--- src/rtl/phosphor_pkg.sv ---
// Shared definitions for the phosphor ring scheduler: ring word layout,
// the FSM state type and the saturating luma subtract.
package phosphor_pkg;

    localparam int LUMA_MSB = 11;
    localparam int X_LSB    = 12;
    localparam int Y_LSB    = 22;
    localparam int WORD_W   = 32;

    typedef enum logic {
        FLUSH,
        RUN
    } state_t;

    function automatic logic [LUMA_MSB:0] sat_sub12(
        input logic [LUMA_MSB:0] a,
        input logic [LUMA_MSB:0] b
    );
        return (a > b) ? (a - b) : '0;
    endfunction

endpackage

--- src/rtl/phosphor_decay_unit.sv ---
// Combinational decay of the oldest ring word; a word whose luma reaches
// zero collapses to the all-zero "free slot" encoding.
module phosphor_decay_unit
    import phosphor_pkg::*;
(
    input  logic [WORD_W-1:0] word,
    input  logic [LUMA_MSB:0] decay_step,
    input  logic              decay_active,
    output logic [WORD_W-1:0] decayed
);

    logic [LUMA_MSB:0] luma_in;
    logic [LUMA_MSB:0] luma_out;

    always_comb begin
        luma_in  = word[LUMA_MSB:0];
        luma_out = decay_active ? sat_sub12(luma_in, decay_step) : luma_in;
        decayed  = (luma_out == '0) ? '0 : {word[WORD_W-1:X_LSB], luma_out};
    end

endmodule

--- src/rtl/phosphor_ring_scheduler.sv ---
// Ring write-back scheduler: flushes the ring after reset, then merges,
// inserts or force-inserts held pixels into the decaying ring stream.
module phosphor_ring_scheduler
    import phosphor_pkg::*;
#(
    parameter int unsigned RING_LEN     = 1024,
    parameter int unsigned DECAY_PASSES = 4,
    parameter int unsigned STARVE_LIMIT = 2048,
    parameter int unsigned CNT_W        = 16
) (
    input  logic              clock,
    input  logic              reset,
    input  logic              in_valid,
    input  logic [WORD_W-1:0] in_data,
    output logic              in_ready,
    input  logic [LUMA_MSB:0] decay_step,
    input  logic [WORD_W-1:0] ring_shiftout,
    output logic [WORD_W-1:0] ring_shiftin,
    output logic              flushing,
    output logic [CNT_W-1:0]  drop_count
);

    localparam int unsigned CYC_W  = (RING_LEN > 1) ? $clog2(RING_LEN) : 1;
    localparam int unsigned PASS_W = (DECAY_PASSES > 1) ? $clog2(DECAY_PASSES) : 1;
    localparam int unsigned WAIT_W = $clog2(STARVE_LIMIT + 1);

    state_t              state, state_nxt;
    logic [CYC_W-1:0]    cyc_cnt, cyc_nxt;
    logic [PASS_W-1:0]   pass_cnt, pass_nxt;
    logic                hold_valid, hold_valid_nxt;
    logic [WORD_W-1:0]   hold, hold_nxt;
    logic [WAIT_W-1:0]   wait_cnt, wait_nxt;
    logic [WORD_W-1:0]   ring_nxt;
    logic [CNT_W-1:0]    drop_nxt;

    logic                decay_active;
    logic [WORD_W-1:0]   r_word;
    logic                is_merge, is_free, is_starve, drain, accept;
    logic [LUMA_MSB:0]   hold_luma, r_luma, max_luma;

    assign decay_active = (pass_cnt == '0);

    phosphor_decay_unit u_decay (
        .word         (ring_shiftout),
        .decay_step   (decay_step),
        .decay_active (decay_active),
        .decayed      (r_word)
    );

    always_ff @(posedge clock) begin
        if (reset) begin
            state        <= FLUSH;
            cyc_cnt      <= '0;
            pass_cnt     <= '0;
            hold_valid   <= 1'b0;
            hold         <= '0;
            wait_cnt     <= '0;
            ring_shiftin <= '0;
            drop_count   <= '0;
        end else begin
            state        <= state_nxt;
            cyc_cnt      <= cyc_nxt;
            pass_cnt     <= pass_nxt;
            hold_valid   <= hold_valid_nxt;
            hold         <= hold_nxt;
            wait_cnt     <= wait_nxt;
            ring_shiftin <= ring_nxt;
            drop_count   <= drop_nxt;
        end
    end

    always_comb begin
        state_nxt      = state;
        cyc_nxt        = cyc_cnt;
        pass_nxt       = pass_cnt;
        hold_valid_nxt = hold_valid;
        hold_nxt       = hold;
        wait_nxt       = wait_cnt;
        drop_nxt       = drop_count;
        ring_nxt       = '0;
        in_ready       = 1'b0;
        drain          = 1'b0;
        accept         = 1'b0;
        flushing       = (state == FLUSH);

        hold_luma = hold[LUMA_MSB:0];
        r_luma    = r_word[LUMA_MSB:0];
        max_luma  = (hold_luma > r_luma) ? hold_luma : r_luma;

        is_merge  = hold_valid && (r_luma != '0)
                    && (r_word[WORD_W-1:X_LSB] == hold[WORD_W-1:X_LSB]);
        is_free   = hold_valid && (r_word == '0);
        is_starve = hold_valid && (wait_cnt == WAIT_W'(STARVE_LIMIT));

        case (state)
            FLUSH: begin
                if (cyc_cnt == CYC_W'(RING_LEN - 1)) begin
                    state_nxt = RUN;
                    cyc_nxt   = '0;
                    pass_nxt  = '0;
                end else begin
                    cyc_nxt = cyc_cnt + 1'b1;
                end
            end

            RUN: begin
                drain    = is_merge || is_free || is_starve;
                in_ready = !hold_valid || drain;
                accept   = in_valid && in_ready;

                if (is_merge) begin
                    ring_nxt = {hold[WORD_W-1:X_LSB], max_luma};
                end else if (is_free) begin
                    ring_nxt = hold;
                end else if (is_starve) begin
                    ring_nxt = hold;
                    if (drop_count != '1) drop_nxt = drop_count + 1'b1;
                end else begin
                    ring_nxt = r_word;
                end

                if (drain) begin
                    hold_valid_nxt = 1'b0;
                    wait_nxt       = '0;
                end else if (hold_valid && (wait_cnt != WAIT_W'(STARVE_LIMIT))) begin
                    wait_nxt = wait_cnt + 1'b1;
                end

                // A zero-luma pixel is consumed but never occupies the hold slot.
                if (accept) begin
                    wait_nxt = '0;
                    if (in_data[LUMA_MSB:0] != '0) begin
                        hold_nxt       = in_data;
                        hold_valid_nxt = 1'b1;
                    end
                end

                if (cyc_cnt == CYC_W'(RING_LEN - 1)) begin
                    cyc_nxt  = '0;
                    pass_nxt = (pass_cnt == PASS_W'(DECAY_PASSES - 1)) ? '0 : pass_cnt + 1'b1;
                end else begin
                    cyc_nxt = cyc_cnt + 1'b1;
                end
            end

            default: state_nxt = FLUSH;
        endcase
    end

endmodule

--- config.mk ---
export PLATFORM = sky130hd
export DESIGN_NAME = phosphor_ring_scheduler
export DESIGN_NICKNAME = d
export VERILOG_FILES = /design/src/rtl/phosphor_pkg.sv /design/src/rtl/phosphor_decay_unit.sv /design/src/rtl/phosphor_ring_scheduler.sv
export SDC_FILE = /design/constraint.sdc
export NUM_CORES = 1
export LEC_CHECK = 0
export CORE_UTILIZATION = 55
export DETAILED_ROUTE_END_ITERATION = 10
export PLACE_DENSITY_LB_ADDON = 0.2
export SLEW_MARGIN = 5
export SYNTH_ARGS = -nofsm -noshare
export SYNTH_HDL_FRONTEND = slang
export SYNTH_SLANG_ARGS = --single-unit
--- constraint.sdc ---
create_clock -name clock -period 7.89 [get_ports clock]
set_clock_uncertainty 0.15 [all_clocks]
set_input_delay 1.578 -clock clock [delete_from_list [all_inputs] [get_ports clock]]
set_output_delay 1.578 -clock clock [all_outputs]
set_load 0.05 [all_outputs]
==> reports/results.ini <==
[outcome]
outcome=completed

[floorplanning]
num_io_pins=129
dieArea_um2=11200
die_height_um=106
core-area_um2=10400
die_w_um=106
rows=37
start_util_pct=57.1

[timing]
setup_violations=0
slew_headroom_pct=38.0
fmax_mhz=143
tightest_slew_ns=0.928
rsz0062_at_grt=false
finalCritPeriodShare_pct=88.4
post-route-min-period_ns=6.98
hold_viol=0
tns_ns=0
maxSlewViolCount=0

[power_and_ir_drop]
peakVddDrop_mv=0.0967
powerDensity_nw_per_um2=146
cell_internal_pwr_uw=778
sequentialPowerShare_pct=49.3
switching_share_pct=28.7
clockPowerShare_pct=32.4
p_leak_nw=3.01
combinationalPowerShare_pct=18.3
p_switching_uw=313

[setup_path]
crit_type=in -> out
crit_path_start_kind=input pin
cp.required_ns=6.16
endpoint_kind=output port
cp.arrival_ns=5.25
path_max_fanout=3

[global_route]
grt_max_degree=73
grt_pass1_wl_mm=26.4
grt_use_total_pct=29.6
antenna_found_initial=0
grt_pass1_vias=5456
grt-ovfl-total=0

[placement]
postPlaceCellArea_um2=7270
hpwl_mm=12.4
routabilityCongestion=0.957
port_buffers=128

[cells_and_area]
layout.nets=926
num-fill-cells=836
drive_above_1_share_pct=6.21
mostFrequentLayoutCell=clkdlybuf4s50_1
design_area_um2=7480
most-common-layout-cells=127 x clkdlybuf4s50_1, 106 x dfxtp_1, 79 x nor2_1
area_growth_pct=26.3
num_antenna_cells=0

[route]
vias_per_cell=6.01
drt_wl_total_mm=16.7
vias=5752
final_antenna_net_count=0
first_pass_iters=5
drt_iter0_markers=339
wl_per_cell_um=17.5
drc_errors=0

[clocking]
cts_setup_buffers=0
clk_pin_slew_ns=0.12
cts.path.max_buffers=2
holdBufCountCts=0
cts_root_buf=clkbuf_8
cts_tree=built
cts_buffers=9
cts_sinks=106
worst_skew_pair.late_latency_ns=0.38
cts_resized=0
htreeDepth=3

[synth]
netlist_instances=703
ys_ff_latch=106
avgSynthCellArea_um2=8.43
ys.flop_type=dfxtp_1
synthArstFlopShare_pct=0
yosysWarnings=0
synth_edf_count=0
syn-cell-area_um2=5920
synth_fp_nets=813
yosysSeqAreaShare_pct=35.8
yosys.cell_types.count=76

[flow_run]
drv_cap=0

[worst_hold_path]
hp-class=reg -> reg

kinds of logic (layout without fill, tap and decap cells):
group	after synthesis	count (layout)	share of synthesized area [%]
adder cells (fa/ha/maj)	31	31	6.68
multiplexers	36	36	6.32
AND/OR/NAND/NOR	270	270	22.9
XOR/XNOR	35	35	5.18
AO/OA/AOI/OAI	154	154	18.0
flip-flops	106	106	35.8
buffers and inverters	71	189	5.05
power groups by stage:
stage / Clock, mW / Sequential [mW] / Combinational (mW)
2_1_floorplan: 0 / 0.549 / 0.117
3_3_place_gp: 0 / 0.550 / 0.192
3_5_place_dp: 0 / 0.550 / 0.195
4_1_cts: 0.359 / 0.538 / 0.197
5_1_grt: 0.380 / 0.538 / 0.216
6_report: 0.353 / 0.538 / 0.200
flip-flops by register name, summed over array words and instances (netlist names):
name	count
hold_valid	1
cyc_cnt	10
wait_cnt	12
drop_count	16
state	1
pass_cnt	2
ring_shiftin	32
hold	32
routing by layer:
| layer | vias to the layer above | global-route usage (%) | routed length [um] |
|---|---|---|---|
| met4 | 0 | 10.9 | 415 |
| met2 | 232 | 48.6 | 7900 |
| met3 | 33 | 3.65 | 1120 |
| li1 | 2768 | - | - |
| met1 | 2719 | 39.8 | 7310 |
| met5 | - | 0 | 0 |
cells in the mapped netlist, types with 7 or more instances:
cell        n  area [um^2]
clkbuf_1   21         78.8
xor2_1     22          193
xnor2_1    13          114
ha_1       30          375
nor4_1      7         43.8
nand2_1    53          199
dfxtp_1   106         2120
o31ai_1     9         67.6
nand3_1    23          115
o21ai_0    18         90.1
a21oi_1    59          295
mux2i_1    34          340
or3_1      13         81.3
inv_1      37          139
nor2_1     79          297
and3_1     10         62.6
nand4_1    33          206
nor3_1     21          105
layout make-up:
cell class | instances | area (um^2) | area share [%]
inverter | 39 | 146 | 1.96
multi-input combinational | 526 | 3510 | 46.9
tap | 136 | 170 | 2.28
sequential | 106 | 2120 | 28.4
timing repair buffer | 134 | 1320 | 17.7
clock buffer | 10 | 128 | 1.71
clock inverter | 6 | 82.6 | 1.10
worst max-delay path, cell delays in order:
cell	delay, ns
clkdlybuf4s50_1	0.48
inv_1	0.06
ha_1	0.21
fa_1	0.41
nor2b_1	0.21
o2111a_1	0.30
nor2_1	0.09
a311oi_1	0.40
o2111a_2	0.34
o211ai_4	0.09
a31oi_1	0.23
clkdlybuf4s50_1	0.85
stage by stage:
step                hold WS (ns)  total power [mW]  utilization (%)  worst slack (ns)  std cells
finish                     0.331              1.09             72.1             0.912        957
global route               0.342              1.13             72.1             0.833        957
CTS                        0.328              1.09             72.1             0.991        957
detailed placement         0.324             0.745             70.1              1.02        941
global placement           0.302             0.742             70.1              1.05        941
floorplan                  0.291             0.667                -              1.60        703
final timing paths:
path / startpoint / endpoint / slack (ns) / depth (start not counted)
setup / recovery: ring_shiftout[0] / in_ready / 0.91 / 12
hold / removal: hold[26] / ring_shiftin[26] / 0.33 / 2
setup reg to reg: pass_cnt[0] / ring_shiftin[0] / 4.03 / 13
hold reg to reg: hold[26] / ring_shiftin[26] / 0.33 / 2
(Power assumes the default switching activity.)
